## src/rtl/dac_pkg.sv

```systemverilog
// Shared types and constants for the serial DAC model: frame width, control-frame
// opcodes, LDAC modes and the frame-receiver states.
package dac_pkg;

    localparam int FRAME_W = 16;
    localparam int ADDR_W  = 3;

    typedef enum logic [1:0] {
        CTRL_REF,
        CTRL_LDAC,
        CTRL_PD,
        CTRL_RST
    } ctrl_op_t;

    typedef enum logic [1:0] {
        LDAC_TRANSPARENT,
        LDAC_PIN,
        LDAC_ONESHOT
    } ldac_mode_t;

    typedef enum logic [1:0] {
        FR_SHIFT,
        FR_FULL,
        FR_OVER
    } frame_state_t;

    // Encoding 2'b11 of the LDAC-mode field is reserved and leaves the mode alone.
    function automatic logic ldac_mode_valid(input logic [1:0] code);
        return code != 2'b11;
    endfunction

endpackage

```

## src/rtl/dac_pin_sync.sv

```systemverilog
// Two-flop synchroniser for an asynchronous host pin, followed by an edge-detect
// flop; rise/fall are single-cycle pulses aligned with the synchronised level.
module dac_pin_sync #(
    parameter logic RST_VAL = 1'b0
) (
    input  logic CLK,
    input  logic RST_b,
    input  logic pin,
    output logic level,
    output logic rise,
    output logic fall
);

    logic sync1_reg;
    logic sync2_reg;
    logic prev_reg;

    // Reset to the pin's idle level so releasing reset does not fabricate an edge.
    always_ff @(posedge CLK or negedge RST_b) begin
        if (!RST_b) begin
            sync1_reg <= RST_VAL;
            sync2_reg <= RST_VAL;
            prev_reg  <= RST_VAL;
        end else begin
            sync1_reg <= pin;
            sync2_reg <= sync1_reg;
            prev_reg  <= sync2_reg;
        end
    end

    assign level = sync2_reg;
    assign rise  = sync2_reg & ~prev_reg;
    assign fall  = ~sync2_reg & prev_reg;

endmodule

```

## src/rtl/dac_serial_model_param.sv

```systemverilog
// Oversampling model of an N-channel 16-bit-frame serial DAC: receives frames on
// SCLK/SYNC_b/DIN, decodes data and control words, and drives per-channel codes.
module dac_serial_model_param
    import dac_pkg::*;
#(
    parameter int N_CH = 8,
    parameter int RES  = 10
) (
    input  logic                      CLK,
    input  logic                      RST_b,
    input  logic                      SCLK,
    input  logic                      SYNC_b,
    input  logic                      DIN,
    input  logic                      LDAC_b,
    output logic [N_CH-1:0][RES-1:0]  VOUT,
    output logic [N_CH-1:0]           PD_MASK,
    output logic [1:0]                GAIN,
    output logic [1:0]                BUF,
    output logic [1:0]                VDD_REF,
    output logic                      FRAME_DONE,
    output logic                      FRAME_ERR
);

    logic sclk_fall;
    logic sclk_level_unused;
    logic sclk_rise_unused;
    logic sync_level;
    logic sync_rise;
    logic sync_fall_unused;
    logic ldac_fall;
    logic ldac_level_unused;
    logic ldac_rise_unused;
    logic din_level;
    logic din_rise_unused;
    logic din_fall_unused;

    dac_pin_sync #(.RST_VAL(1'b1)) u_sclk_sync (
        .CLK   (CLK),
        .RST_b (RST_b),
        .pin   (SCLK),
        .level (sclk_level_unused),
        .rise  (sclk_rise_unused),
        .fall  (sclk_fall)
    );

    dac_pin_sync #(.RST_VAL(1'b1)) u_sync_sync (
        .CLK   (CLK),
        .RST_b (RST_b),
        .pin   (SYNC_b),
        .level (sync_level),
        .rise  (sync_rise),
        .fall  (sync_fall_unused)
    );

    dac_pin_sync #(.RST_VAL(1'b1)) u_ldac_sync (
        .CLK   (CLK),
        .RST_b (RST_b),
        .pin   (LDAC_b),
        .level (ldac_level_unused),
        .rise  (ldac_rise_unused),
        .fall  (ldac_fall)
    );

    dac_pin_sync #(.RST_VAL(1'b0)) u_din_sync (
        .CLK   (CLK),
        .RST_b (RST_b),
        .pin   (DIN),
        .level (din_level),
        .rise  (din_rise_unused),
        .fall  (din_fall_unused)
    );

    // ------------------------------------------------------------------
    // Frame receiver
    // ------------------------------------------------------------------
    frame_state_t           state_reg,   state_next;
    logic [3:0]             bit_cnt_reg, bit_cnt_next;
    logic [FRAME_W-2:0]     shift_reg,   shift_next;
    logic [FRAME_W-1:0]     frame_word;
    logic                   frame_exec;
    logic                   frame_err_next;

    always_ff @(posedge CLK or negedge RST_b) begin
        if (!RST_b) begin
            state_reg   <= FR_SHIFT;
            bit_cnt_reg <= '0;
            shift_reg   <= '0;
        end else begin
            state_reg   <= state_next;
            bit_cnt_reg <= bit_cnt_next;
            shift_reg   <= shift_next;
        end
    end

    // The 16th bit is taken straight from the DIN synchroniser so the frame
    // executes on the same cycle as its last SCLK fall.
    assign frame_word = {shift_reg, din_level};

    always_comb begin
        state_next     = state_reg;
        bit_cnt_next   = bit_cnt_reg;
        shift_next     = shift_reg;
        frame_exec     = 1'b0;
        frame_err_next = 1'b0;
        if (sync_rise) begin
            if (state_reg == FR_SHIFT && bit_cnt_reg != '0) begin
                frame_err_next = 1'b1;
            end
            state_next   = FR_SHIFT;
            bit_cnt_next = '0;
        end else if (!sync_level && sclk_fall) begin
            case (state_reg)
                FR_SHIFT: begin
                    if (bit_cnt_reg == 4'd15) begin
                        frame_exec   = 1'b1;
                        state_next   = FR_FULL;
                        bit_cnt_next = '0;
                    end else begin
                        shift_next   = {shift_reg[FRAME_W-3:0], din_level};
                        bit_cnt_next = bit_cnt_reg + 4'd1;
                    end
                end
                FR_FULL: begin
                    frame_err_next = 1'b1;
                    state_next     = FR_OVER;
                end
                FR_OVER: begin
                    state_next = FR_OVER;
                end
                default: begin
                    state_next   = FR_SHIFT;
                    bit_cnt_next = '0;
                end
            endcase
        end
    end

    // ------------------------------------------------------------------
    // Frame decode
    // ------------------------------------------------------------------
    ctrl_op_t               frame_op;
    logic [ADDR_W-1:0]      frame_addr;
    logic [RES-1:0]         frame_data;
    logic                   data_wr;
    logic                   ctrl_wr;
    logic                   clr_regs;
    logic                   clr_full;
    logic                   xfer_set;

    ldac_mode_t             mode_reg;
    logic                   xfer_reg;
    logic                   frame_done_reg;
    logic                   frame_err_reg;
    logic [N_CH-1:0]        pd_reg;
    logic [1:0]             gain_reg;
    logic [1:0]             buf_reg;
    logic [1:0]             vdd_ref_reg;

    assign frame_op   = ctrl_op_t'(frame_word[14:13]);
    assign frame_addr = frame_word[14:12];
    assign frame_data = frame_word[11 -: RES];
    assign data_wr    = frame_exec && !frame_word[FRAME_W-1];
    assign ctrl_wr    = frame_exec &&  frame_word[FRAME_W-1];
    assign clr_regs   = ctrl_wr && (frame_op == CTRL_RST);
    assign clr_full   = clr_regs && frame_word[12];

    // A frame completion and an LDAC fall on the same cycle merge into one request.
    assign xfer_set = (data_wr && (mode_reg == LDAC_TRANSPARENT || mode_reg == LDAC_ONESHOT))
                   || (ldac_fall && mode_reg == LDAC_PIN);

    always_ff @(posedge CLK or negedge RST_b) begin
        if (!RST_b) begin
            mode_reg       <= LDAC_TRANSPARENT;
            xfer_reg       <= 1'b0;
            frame_done_reg <= 1'b0;
            frame_err_reg  <= 1'b0;
            pd_reg         <= '0;
            gain_reg       <= '0;
            buf_reg        <= '0;
            vdd_ref_reg    <= '0;
        end else begin
            xfer_reg       <= xfer_set;
            frame_done_reg <= frame_exec;
            frame_err_reg  <= frame_err_next;

            if (clr_full) begin
                mode_reg <= LDAC_TRANSPARENT;
            end else if (ctrl_wr && frame_op == CTRL_LDAC && ldac_mode_valid(frame_word[1:0])) begin
                mode_reg <= ldac_mode_t'(frame_word[1:0]);
            end else if (data_wr && mode_reg == LDAC_ONESHOT) begin
                mode_reg <= LDAC_PIN;
            end

            if (clr_full) begin
                pd_reg <= '0;
            end else if (ctrl_wr && frame_op == CTRL_PD) begin
                pd_reg <= frame_word[N_CH-1:0];
            end

            if (clr_full) begin
                gain_reg    <= '0;
                buf_reg     <= '0;
                vdd_ref_reg <= '0;
            end else if (ctrl_wr && frame_op == CTRL_REF) begin
                vdd_ref_reg <= frame_word[1:0];
                buf_reg     <= frame_word[3:2];
                gain_reg    <= frame_word[5:4];
            end
        end
    end

    // ------------------------------------------------------------------
    // Per-channel input and DAC registers
    // ------------------------------------------------------------------
    logic [RES-1:0] input_reg [N_CH];
    logic [RES-1:0] dac_reg   [N_CH];

    generate
        for (genvar gi = 0; gi < N_CH; gi++) begin : g_ch
            logic wr_en;
            // Addresses at or above N_CH match no channel and are dropped here.
            assign wr_en = data_wr && (frame_addr == ADDR_W'(gi));

            always_ff @(posedge CLK or negedge RST_b) begin
                if (!RST_b) begin
                    input_reg[gi] <= '0;
                    dac_reg[gi]   <= '0;
                end else begin
                    if (clr_regs) begin
                        input_reg[gi] <= '0;
                    end else if (wr_en) begin
                        input_reg[gi] <= frame_data;
                    end
                    if (clr_regs) begin
                        dac_reg[gi] <= '0;
                    end else if (xfer_reg) begin
                        dac_reg[gi] <= input_reg[gi];
                    end
                end
            end

            assign VOUT[gi] = pd_reg[gi] ? '0 : dac_reg[gi];
        end
    endgenerate

    assign PD_MASK    = pd_reg;
    assign GAIN       = gain_reg;
    assign BUF        = buf_reg;
    assign VDD_REF    = vdd_ref_reg;
    assign FRAME_DONE = frame_done_reg;
    assign FRAME_ERR  = frame_err_reg;

endmodule

```

## config.mk

```make
export PLATFORM = sky130hd
export DESIGN_NAME = dac_serial_model_param
export DESIGN_NICKNAME = d
export VERILOG_FILES = /design/src/rtl/dac_pkg.sv /design/src/rtl/dac_pin_sync.sv /design/src/rtl/dac_serial_model_param.sv
export SDC_FILE = /design/constraint.sdc
export NUM_CORES = 1
export LEC_CHECK = 0
export CORE_MARGIN = 4
export CORE_UTILIZATION = 40
export DETAILED_ROUTE_END_ITERATION = 7
export PLACE_DENSITY = 0.57
export SLEW_MARGIN = 5
export SYNTH_ARGS = -nofsm -noshare
export SYNTH_HDL_FRONTEND = slang
export SYNTH_SLANG_ARGS = --single-unit
```

## constraint.sdc

```tcl
create_clock -name CLK -period 2.5 [get_ports CLK]
set_input_delay 0.625 -clock CLK [delete_from_list [all_inputs] [get_ports CLK]]
set_output_delay 0.625 -clock CLK [all_outputs]
set_load 0.01 [all_outputs]
```

==> results.ini, run 1 <==
[critical_path]
worst-r2r-setup-slack_ps=160
worstSetupEndpointType=primary output
worstPathBufferInverterCount=1
worstPathMaxFanout=12
crit_arrival_ps=1790
crit_chain=nor2b_1, clkdlybuf4s50_1
worst_setup_start_kind=flip-flop
cp_top_family=buffers and inverters
cp_data_required_time_ps=1880
max_stage_delay_ps=560
cell_at_the_slowest_stage_of_the_critical_path=sky130_fd_sc_hd__clkdlybuf4s50_1
class_of_the_most_critical_setup_path=flip-flop to primary output

[timing]
final_period_minus_worst_setup_slack_ps=2416
post-route-period-util_pct=96.66
timing.hold.ws_ps=52.27
final-setup-viol-count=0
tightest_slew_ps=735.5
hold_viol_final=0
rsz0062_at_grt=no
fmax_mhz=413.8
setup_total_negative_slack_ps=0
slew_headroom_pct=50.97
skew_ps=11.32
drv_slew=0

[clock_tree]
tritoncts_clock_tree=built
clock_pin_slew_reported_for_the_worst_setup_and_hold_paths_after_clock_tree_synthesis_ps=60
cts-root-to-sink-buffers=3
clk-insertion-delay-late_ps=510
htree_num_levels=1
cts.sink_count=211
hold_buffers=0
cts_root_buffer=sky130_fd_sc_hd__clkbuf_16
tritoncts_buffer_count=24

[run]
timing.max_cap.violations=0

[routing]
drt_first_pass_iters=4
wl_per_cell_um=17.26
finalWirelength_mm=20.87
vias_per_cell=4.950
ant_nets=0
drtIter0Drc=354
drc=0
num_vias=5985

[cells_and_area]
regArea_um2=5301
design_area_um2=11280
area_delta_synth_final_pct=23.29
n_fill_cell=2026
instances_no_fill=1209
antennaDiodeCount=0
final_nets=917
area_occupied_by_multi_input_gates_um2=3567
drive_gt1_share_pct=11.04

[yosys]
async_set_or_reset_flop_fraction_in_the_synthesized_netlist_pct=100.0
sequential_element_share_of_the_synthesized_area_pct=57.81
post_synth_edffs=0
netlist.area_leader.share_pct=55.23
synth.ff_latch_count=211
netlist_instances=816
synth_cell_type_count=43
synth_warnings=0
synth_top_cells_by_area=sky130_fd_sc_hd__dfrtp_1 (55%), sky130_fd_sc_hd__mux2i_1 (15%), sky130_fd_sc_hd__nor2_1 (5.7%)
syn-mean-instance-area_um2=11.22
yosysTopAreaCell=sky130_fd_sc_hd__dfrtp_1
synth_ff_type=sky130_fd_sc_hd__dfrtp_1
syn_nets=826
netlist_area_um2=9153

[grt]
grtUsageTotal_pct=16.44
global_route.usage.met2_pct=26.74
first_pass_grt_wire_length_mm=34.46
via_count_of_the_first_global_routing_pass=6123
grt_use_met1_pct=23.54
groute.layer.met3.usage_pct=2.589
grt_antenna_before_repair=0
overflow=0
grt_max_degree=107
grt_busiest_layer=met2

[power]
totalPowerFinal_uw=7424
worst_ir_drop_vdd_v=0.0005320
p_leak_uw=0.005293
power_per_cell_area_nw_per_um2=657.9

[place]
dpl.hpwl_mm=13.18
portBuffers=101
gpl.final_weighted_congestion=0.7214
dpl_cell_area_um2=10490
placed_cells=1165

[floorplan]
number_of_cell_rows=55
core_area_um2=22570
fp.dieW_um=159.3
die_h_um=159.3
floorplan.initialDensity_pct=40.55
die_area_um2=25370
ios=102

[worst_hold_path]
min-delay-path-class=primary input to asynchronous set/reset pin

[run_status]
status=finished clean

## cell usage after synthesis (8+ instances only)
library cell	n
sky130_fd_sc_hd__nor2_1	138
sky130_fd_sc_hd__inv_1	9
sky130_fd_sc_hd__a22o_1	8
sky130_fd_sc_hd__nor2b_1	82
sky130_fd_sc_hd__dfstp_2	9
sky130_fd_sc_hd__nand2_1	70
sky130_fd_sc_hd__mux2i_1	136
sky130_fd_sc_hd__a21oi_1	32
sky130_fd_sc_hd__buf_2	9
sky130_fd_sc_hd__mux2_2	15
sky130_fd_sc_hd__clkbuf_1	35
sky130_fd_sc_hd__dfrtp_1	202
sky130_fd_sc_hd__buf_4	13
## worst register-to-register path, cell delays in order, from the launching register on
cell and delay (ps):
sky130_fd_sc_hd__dfrtp_1 380, sky130_fd_sc_hd__inv_1 80, sky130_fd_sc_hd__ha_1 260, sky130_fd_sc_hd__nand4_1 400, sky130_fd_sc_hd__or4_1 650, sky130_fd_sc_hd__buf_4 220, sky130_fd_sc_hd__mux2i_1 160, sky130_fd_sc_hd__nor2_1 60
## cells in the final DEF (no fill, tap or decap), types with 2 or more instances in the layout
cell / n
sky130_fd_sc_hd__buf_4: 17
sky130_fd_sc_hd__or4_1: 4
sky130_fd_sc_hd__clkdlybuf4s50_1: 100
sky130_fd_sc_hd__nor4_2: 2
sky130_fd_sc_hd__o211ai_1: 2
sky130_fd_sc_hd__nor2_1: 138
sky130_fd_sc_hd__nor2b_1: 82
sky130_fd_sc_hd__or4b_1: 2
sky130_fd_sc_hd__o21ai_0: 4
sky130_fd_sc_hd__clkbuf_8: 7
sky130_fd_sc_hd__clkbuf_1: 8
sky130_fd_sc_hd__o31ai_1: 2
sky130_fd_sc_hd__nand4_1: 2
sky130_fd_sc_hd__nand2b_1: 5
sky130_fd_sc_hd__dfrtp_1: 196
sky130_fd_sc_hd__mux2i_1: 136
sky130_fd_sc_hd__clkbuf_16: 25
sky130_fd_sc_hd__nor3_1: 3
sky130_fd_sc_hd__inv_1: 9
sky130_fd_sc_hd__dfstp_2: 9
sky130_fd_sc_hd__ha_1: 4
sky130_fd_sc_hd__nand2_1: 70
sky130_fd_sc_hd__a22o_1: 8
sky130_fd_sc_hd__mux2_2: 15
sky130_fd_sc_hd__nor4_4: 3
sky130_fd_sc_hd__buf_12: 5
sky130_fd_sc_hd__dfrtp_2: 5
sky130_fd_sc_hd__nand3_1: 5
sky130_fd_sc_hd__a21oi_1: 32
sky130_fd_sc_hd__clkinv_2: 3
sky130_fd_sc_hd__nor3_2: 2
## report_power, final
| group | total, uW | switching (uW) | internal (uW) |
|---|---|---|---|
| Sequential | 3780 | 294 | 3490 |
| Combinational | 213 | 115 | 98.1 |
| Clock | 3430 | 1320 | 2110 |
## final timing paths
check | start | endpoint | depth (start not counted)
max | PD_MASK[7] | VOUT[71] | 2
min | RST_b | dac_reg[66] | 1
max reg2reg | state_reg[1] | input_reg[69] | 7
min reg2reg | u_din_sync.sync1_reg | u_din_sync.level | 0
max in group asynchronous | RST_b | input_reg[37] | 2
min in group CLK | u_din_sync.sync1_reg | u_din_sync.level | 0
## routing by layer
layer	wire (um)	part of all wire, %	vias up
met1	9919	48	2969
met5	0	0	-
met2	9928	48	95
li1	-	-	2898
met4	379	1.8	0
met3	638	3.1	23
## cell type report
class	count	area share, %
clock buffers	39	6.542
well taps	285	3.160
inverters	9	0.2994
flip-flops and latches	211	46.98
clock inverters	4	0.3992
repair buffers	123	11.01
multi-input cells	538	31.61
## metrics by stage
| step | worst slack, ps | utilization [%] |
|---|---|---|
| after floorplan | 529.6 | - |
| after global placement | 153.6 | 46.46 |
| after detailed placement | 135.4 | 46.46 |
| after CTS | 6.628 | 49.94 |
| after global routing | 6.652 | 49.99 |
| final | 83.61 | 49.99 |
## what timing repair did
action,4_1_cts,5_1_grt
pin swaps,0,3
setup endpoints to repair,1,55
gates resized for setup,1,4
gates cloned,0,0
setup buffers,0,1
## kinds of logic after synthesis
group / after synthesis / synth area share [%]
fa+ha+maj: 4 / 0.5468
buf+inv: 67 / 3.486
compound gates: 54 / 3.568
flops: 211 / 57.81
mux: 151 / 16.72
simple gates: 329 / 17.87
Power figures use the tool's default switching activity.
==> run 2: changes to the inputs <==
CTS_CLUSTER_DIAMETER = 50   (was unset)
clock period = 2.38 ns   (was 2.5 ns; I/O delays follow)
==> results.ini, run 2 (same netlist as run 1, synthesis figures left out) <==
[cells_and_area]
antennaDiodeCount=0  ; unchanged
drive_gt1_share_pct=12.72  ; was 11.04%
mostFrequentLayoutCells=sky130_fd_sc_hd__dfrtp_1 (193), sky130_fd_sc_hd__nor2_1 (138), sky130_fd_sc_hd__mux2i_1 (136)  ; was sky130_fd_sc_hd__dfrtp_1 (196), sky130_fd_sc_hd__nor2_1 (138), sky130_fd_sc_hd__mux2i_1 (136)
design_area_um2=11420  ; was 11280 um2
final_nets=925  ; was 917
layout_commonest_cell=sky130_fd_sc_hd__dfrtp_1  ; unchanged
area_delta_synth_final_pct=24.73  ; was 23.29%
instances_no_fill=1213  ; was 1209

[routing]
wl_per_cell_um=17.36  ; was 17.26 um
route.top_layer_used=met4  ; unchanged
vias_per_cell=4.951  ; was 4.950
drc=0  ; unchanged
finalWirelength_mm=21.06  ; was 20.87 mm
num_vias=6005  ; was 5985
drtIter0Drc=363  ; was 354
met2_wirelength_mm=10.02  ; was 9.928 mm
met1_length_mm=9.732  ; was 9.919 mm
ant_nets=0  ; unchanged
drt_first_pass_iters=4  ; unchanged
met3_wirelength_um=983  ; was 638 um

[critical_path]
worstPathMaxFanout=12  ; unchanged
crit_chain=nor2b_1, clkdlybuf4s50_1  ; unchanged
worst_setup_start_kind=flip-flop  ; unchanged
cell_at_the_slowest_stage_of_the_critical_path=sky130_fd_sc_hd__clkdlybuf4s50_1  ; unchanged
class_of_the_most_critical_setup_path=flip-flop to primary output  ; unchanged
critical_path.reg2reg.startpoint=state_reg[1]  ; unchanged
ff2ff_path_depth=7  ; unchanged
max_stage_delay_ps=550  ; was 560 ps
worst-r2r-setup-slack_ps=150  ; was 160 ps
worstSetupEndpointType=primary output  ; unchanged
crit_arrival_ps=1710  ; was 1790 ps
cp_data_required_time_ps=1780  ; was 1880 ps
r2r_path_end=input_reg[51]  ; was input_reg[69]

[timing]
skew_ps=8.514  ; was 11.32 ps
timing.hold.ws_ps=58.70  ; was 52.27 ps
post-route-period-util_pct=96.86
setup_total_negative_slack_ps=0  ; unchanged
final_period_minus_worst_setup_slack_ps=2305
fmax_mhz=433.8
final-setup-viol-count=0  ; unchanged
tightest_slew_ps=773.9  ; was 735.5 ps
hold_viol_final=0  ; unchanged
rsz0062_at_grt=yes  ; was no
drv_slew=0  ; unchanged
slew_headroom_pct=48.41  ; was 50.97%

[clock_tree]
cts_resized=8  ; was 1
clk-insertion-delay-late_ps=510  ; about the same
htree_num_levels=1  ; unchanged
hold_buffers=0  ; unchanged
cts-root-to-sink-buffers=3  ; unchanged
tritoncts_clock_tree=built  ; unchanged
tritoncts_buffer_count=25  ; was 24
cts_root_buffer=sky130_fd_sc_hd__clkbuf_16  ; unchanged
cts.sink_count=211  ; unchanged
cts_post_setup_buffers_inserted=0  ; unchanged
clock_pin_slew_reported_for_the_worst_setup_and_hold_paths_after_clock_tree_synthesis_ps=60  ; about the same

[grt]
overflow=0  ; unchanged
via_count_of_the_first_global_routing_pass=6152  ; was 6123
grt_antenna_before_repair=0  ; unchanged
grtUsageTotal_pct=16.72  ; was 16.44%
grt_max_degree=60  ; was 107
first_pass_grt_wire_length_mm=35.06  ; was 34.46 mm

[floorplan]
number_of_cell_rows=55  ; unchanged
ios=102  ; unchanged
fp.dieW_um=159.3  ; unchanged
die_h_um=159.3  ; unchanged
die_area_um2=25370  ; unchanged
floorplan.initialDensity_pct=40.55  ; unchanged
core_area_um2=22570  ; unchanged

[place]
dpl_cell_area_um2=10590  ; was 10490 um2
placed_cells=1173  ; was 1165
portBuffers=101  ; unchanged
gpl.final_weighted_congestion=0.7860  ; was 0.7214
dpl.hpwl_mm=13.57  ; was 13.18 mm

[power]
power_per_cell_area_nw_per_um2=682.9  ; was 657.9 nW/um2
p_leak_uw=0.005615  ; was 0.005293 uW
worst_ir_drop_vdd_v=0.0004812  ; was 0.0005320 V
totalPowerFinal_uw=7796  ; was 7424 uW

[run_status]
status=finished clean  ; unchanged

[run]
timing.max_cap.violations=0  ; unchanged

[worst_hold_path]
min-delay-path-class=primary input to asynchronous set/reset pin  ; unchanged

-- run 2: changes by cell type in the layout (fill, tap and decap cells not counted), sizes merged, moves of 2 or more --
| cell | previous run | this run |
|---|---|---|
| buf | 22 | 29 |
| clkdlybuf4s50 | 100 | 84 |
| dlymetal6s2s | 0 | 15 |
| clkinvlp | 0 | 2 |
| inv | 9 | 11 |
| clkbuf | 40 | 32 |
-- run 2: routing by layer --
metal | track usage (%) | vias up
met3 | 2.718 | 27
met1 | 24.22 | 2963
met4 | 3.156 | 0
met5 | 0 | -
met2 | 26.99 | 105
li1 | - | 2910
-- run 2: how the worst max path moves through the flow --
stage | startpoint | end | slack, ps
floorplan | state_reg[0] | input_reg[50] | 410
global placement | state_reg[0] | input_reg[14] | 140
detailed placement | state_reg[1] | input_reg[11] | 80
CTS | PD_MASK[4] | VOUT[47] | 3
global route | PD_MASK[4] | VOUT[45] | -5
finish | PD_MASK[3] | VOUT[39] | 70
-- run 2: layout make-up --
class / count / area (um2)
clock buffer: 31 / 688.2
clock inverter: 9 / 86.33
fill: 2104 / 11160
inverter: 9 / 33.78
multi-input combinational: 538 / 3577
sequential: 211 / 5305
tap: 285 / 356.6
timing repair buffer: 130 / 1369
-- run 2: critical path: cells and delay by family, from the launching register on --
family	cells	cell delay [ps]
flops	1	510
buf+inv	1	550
simple gates	1	150
-- run 2: report_power, final --
group | internal [uW] | switching [uW] | total [uW]
clock network | 2150 | 1430 | 3580
logic | 108 | 123 | 231
registers | 3660 | 322 | 3990
-- run 2: per-stage QoR --
stage	util, %	setup WS [ps]
after floorplan	-	409.6
after global placement	46.90	144.9
after detailed placement	46.90	78.38
after CTS	50.36	3.030
after global routing	50.58	-4.981
final	50.58	74.80
==> run 3: changes to the inputs <==
PLACE_DENSITY = unset   (was 0.57)
==> results.ini, run 3 (same netlist as run 1, synthesis figures left out) <==
[cells_and_area]
antennaDiodeCount=0  ; unchanged
final_nets=932  ; was 925
area_occupied_by_multi_input_gates_um2=3571  ; was 3577 um2
final_util_pct=51.20  ; was 50.58%
layout_commonest_cell=sky130_fd_sc_hd__dfrtp_1  ; unchanged
regArea_um2=5305  ; unchanged
mostFrequentLayoutCells=sky130_fd_sc_hd__dfrtp_1 (193), sky130_fd_sc_hd__nor2_1 (138), sky130_fd_sc_hd__mux2i_1 (136)  ; unchanged
n_fill_cell=2016  ; was 2104
drive_gt1_share_pct=13.43  ; was 12.72%
area_delta_synth_final_pct=26.27  ; was 24.73%

[critical_path]
cp_top_family=buffers and inverters  ; unchanged
crit_chain=nor2b_1, clkdlybuf4s50_1  ; unchanged
cp_data_required_time_ps=1780  ; about the same
worst_setup_start_kind=flip-flop  ; unchanged
crit_arrival_ps=1740  ; was 1710 ps
worstPathMaxFanout=12  ; unchanged
cell_at_the_slowest_stage_of_the_critical_path=sky130_fd_sc_hd__clkdlybuf4s50_1  ; unchanged
max_stage_delay_ps=560  ; was 550 ps
class_of_the_most_critical_setup_path=flip-flop to primary output  ; unchanged
worst-r2r-setup-slack_ps=170  ; was 150 ps
worstPathBufferInverterCount=1  ; unchanged
worstSetupEndpointType=primary output  ; unchanged

[routing]
drt_first_pass_iters=5  ; was 4
drtIter0Drc=313  ; was 363
wl_per_cell_um=17.50  ; was 17.36 um
ant_nets=0  ; unchanged
drc=0  ; unchanged
num_vias=6063  ; was 6005
finalWirelength_mm=21.40  ; was 21.06 mm
vias_per_cell=4.957  ; was 4.951

[place]
pre_cts_slack_ps=51.43  ; was 78.38 ps
gpl.final_weighted_congestion=0.7571  ; was 0.7860
portBuffers=101  ; unchanged
dpl.hpwl_mm=13.45  ; was 13.57 mm

[floorplan]
ios=102  ; unchanged
die_area_um2=25370  ; unchanged
die_h_um=159.3  ; unchanged
number_of_cell_rows=55  ; unchanged
floorplan.initialDensity_pct=40.55  ; unchanged
core_area_um2=22570  ; unchanged
fp.dieW_um=159.3  ; unchanged

[timing]
final.setup.worst_slack_ps=46.30  ; was 74.80 ps
timing.hold.ws_ps=71.48  ; was 58.70 ps
skew_ps=7.118  ; was 8.514 ps
rsz0062_at_grt=yes  ; unchanged
hold_viol_final=0  ; unchanged
tightest_slew_ps=799.3  ; was 773.9 ps
final-setup-viol-count=0  ; unchanged
drv_slew=0  ; unchanged
post-route-period-util_pct=98.05  ; was 96.86%
setup_total_negative_slack_ps=0  ; unchanged
fmax_mhz=428.5  ; was 433.8 MHz
final_period_minus_worst_setup_slack_ps=2334  ; was 2305 ps
slew_headroom_pct=46.71  ; was 48.41%

[run_status]
status=finished clean  ; unchanged

[power]
power_per_cell_area_nw_per_um2=705.4  ; was 682.9 nW/um2
p_leak_uw=0.005556  ; was 0.005615 uW
worst_ir_drop_vdd_v=0.0004979  ; was 0.0004812 V

[clock_tree]
cts_root_buffer=sky130_fd_sc_hd__clkbuf_16  ; unchanged
clock_pin_slew_reported_for_the_worst_setup_and_hold_paths_after_clock_tree_synthesis_ps=60  ; about the same
cts-root-to-sink-buffers=3  ; unchanged
clk-insertion-delay-late_ps=500  ; was 510 ps
htree_num_levels=1  ; unchanged
tritoncts_buffer_count=24  ; was 25
cts.sink_count=211  ; unchanged
tritoncts_clock_tree=built  ; unchanged

[grt]
first_pass_grt_wire_length_mm=35.26  ; was 35.06 mm
overflow=0  ; unchanged
via_count_of_the_first_global_routing_pass=6259  ; was 6152
grtUsageTotal_pct=17.00  ; was 16.72%
grt_max_degree=62  ; was 60
grt_antenna_before_repair=0  ; unchanged

[worst_hold_path]
min-delay-path-class=primary input to asynchronous set/reset pin  ; unchanged

[run]
timing.max_cap.violations=0  ; unchanged

==> run 3: worst paths after layout <==
path                                 startpoint          endpoint  cells after the start
setup / recovery                     PD_MASK[6]          VOUT[67]                      2
hold / removal                            RST_b           GAIN[0]                      1
setup reg to reg           u_sclk_sync.prev_reg     input_reg[68]                      5
hold reg to reg            u_din_sync.sync1_reg  u_din_sync.level                      0
max in group asynchronous                 RST_b     input_reg[48]                      2
min in group CLK           u_din_sync.sync1_reg  u_din_sync.level                      0
==> run 3: repair_timing <==
item / 4_1_cts / 5_1_grt
buffers inserted: 0 / 3
setup endpoints to repair: 41 / 34
hold endpoints to repair: 0 / 0
pin swaps: 0 / 1
hold buffers: 0 / 0
resized for setup: 9 / 9
==> run 3: area by class of cell <==
cell class,instances,share of cell area [%]
clock buffers,32,6.073
clock inverters,10,1.353
inverters,9,0.2923
multi-input cells,538,30.90
flip-flops and latches,211,45.90
well taps,285,3.085
repair buffers,138,12.40
==> run 3: metrics by stage <==
stage	cell area (um2)	total power (uW)	instances
after detailed placement	10640	4297	1178
final	11560	8152	1223
after CTS	11500	8248	1220
after floorplan	9153	3994	816
after global routing	11560	8456	1223
after global placement	10640	4288	1178
==> run 3: where the power goes <==
group | internal [uW] | switching, uW
Combinational | 107 | 125
Sequential | 3660 | 324
Clock | 2490 | 1440
==> run 3: per-layer routing <==
layer | routed length, um | track usage [%] | vias to the layer above
met5 | 0 | 0 | -
met2 | 10170 | 27.96 | 128
met4 | 257 | 3.787 | 0
li1 | - | - | 2941
met3 | 983 | 2.356 | 19
met1 | 9987 | 24.21 | 2975
==> run 3: worst reg2reg max path: cells and delay by family (launching register included) <==
kind | cells | cell delay [ps]
buffers and inverters | 1 | 220
muxes | 1 | 180
DFF | 1 | 520
and+or+nand+nor | 3 | 1170
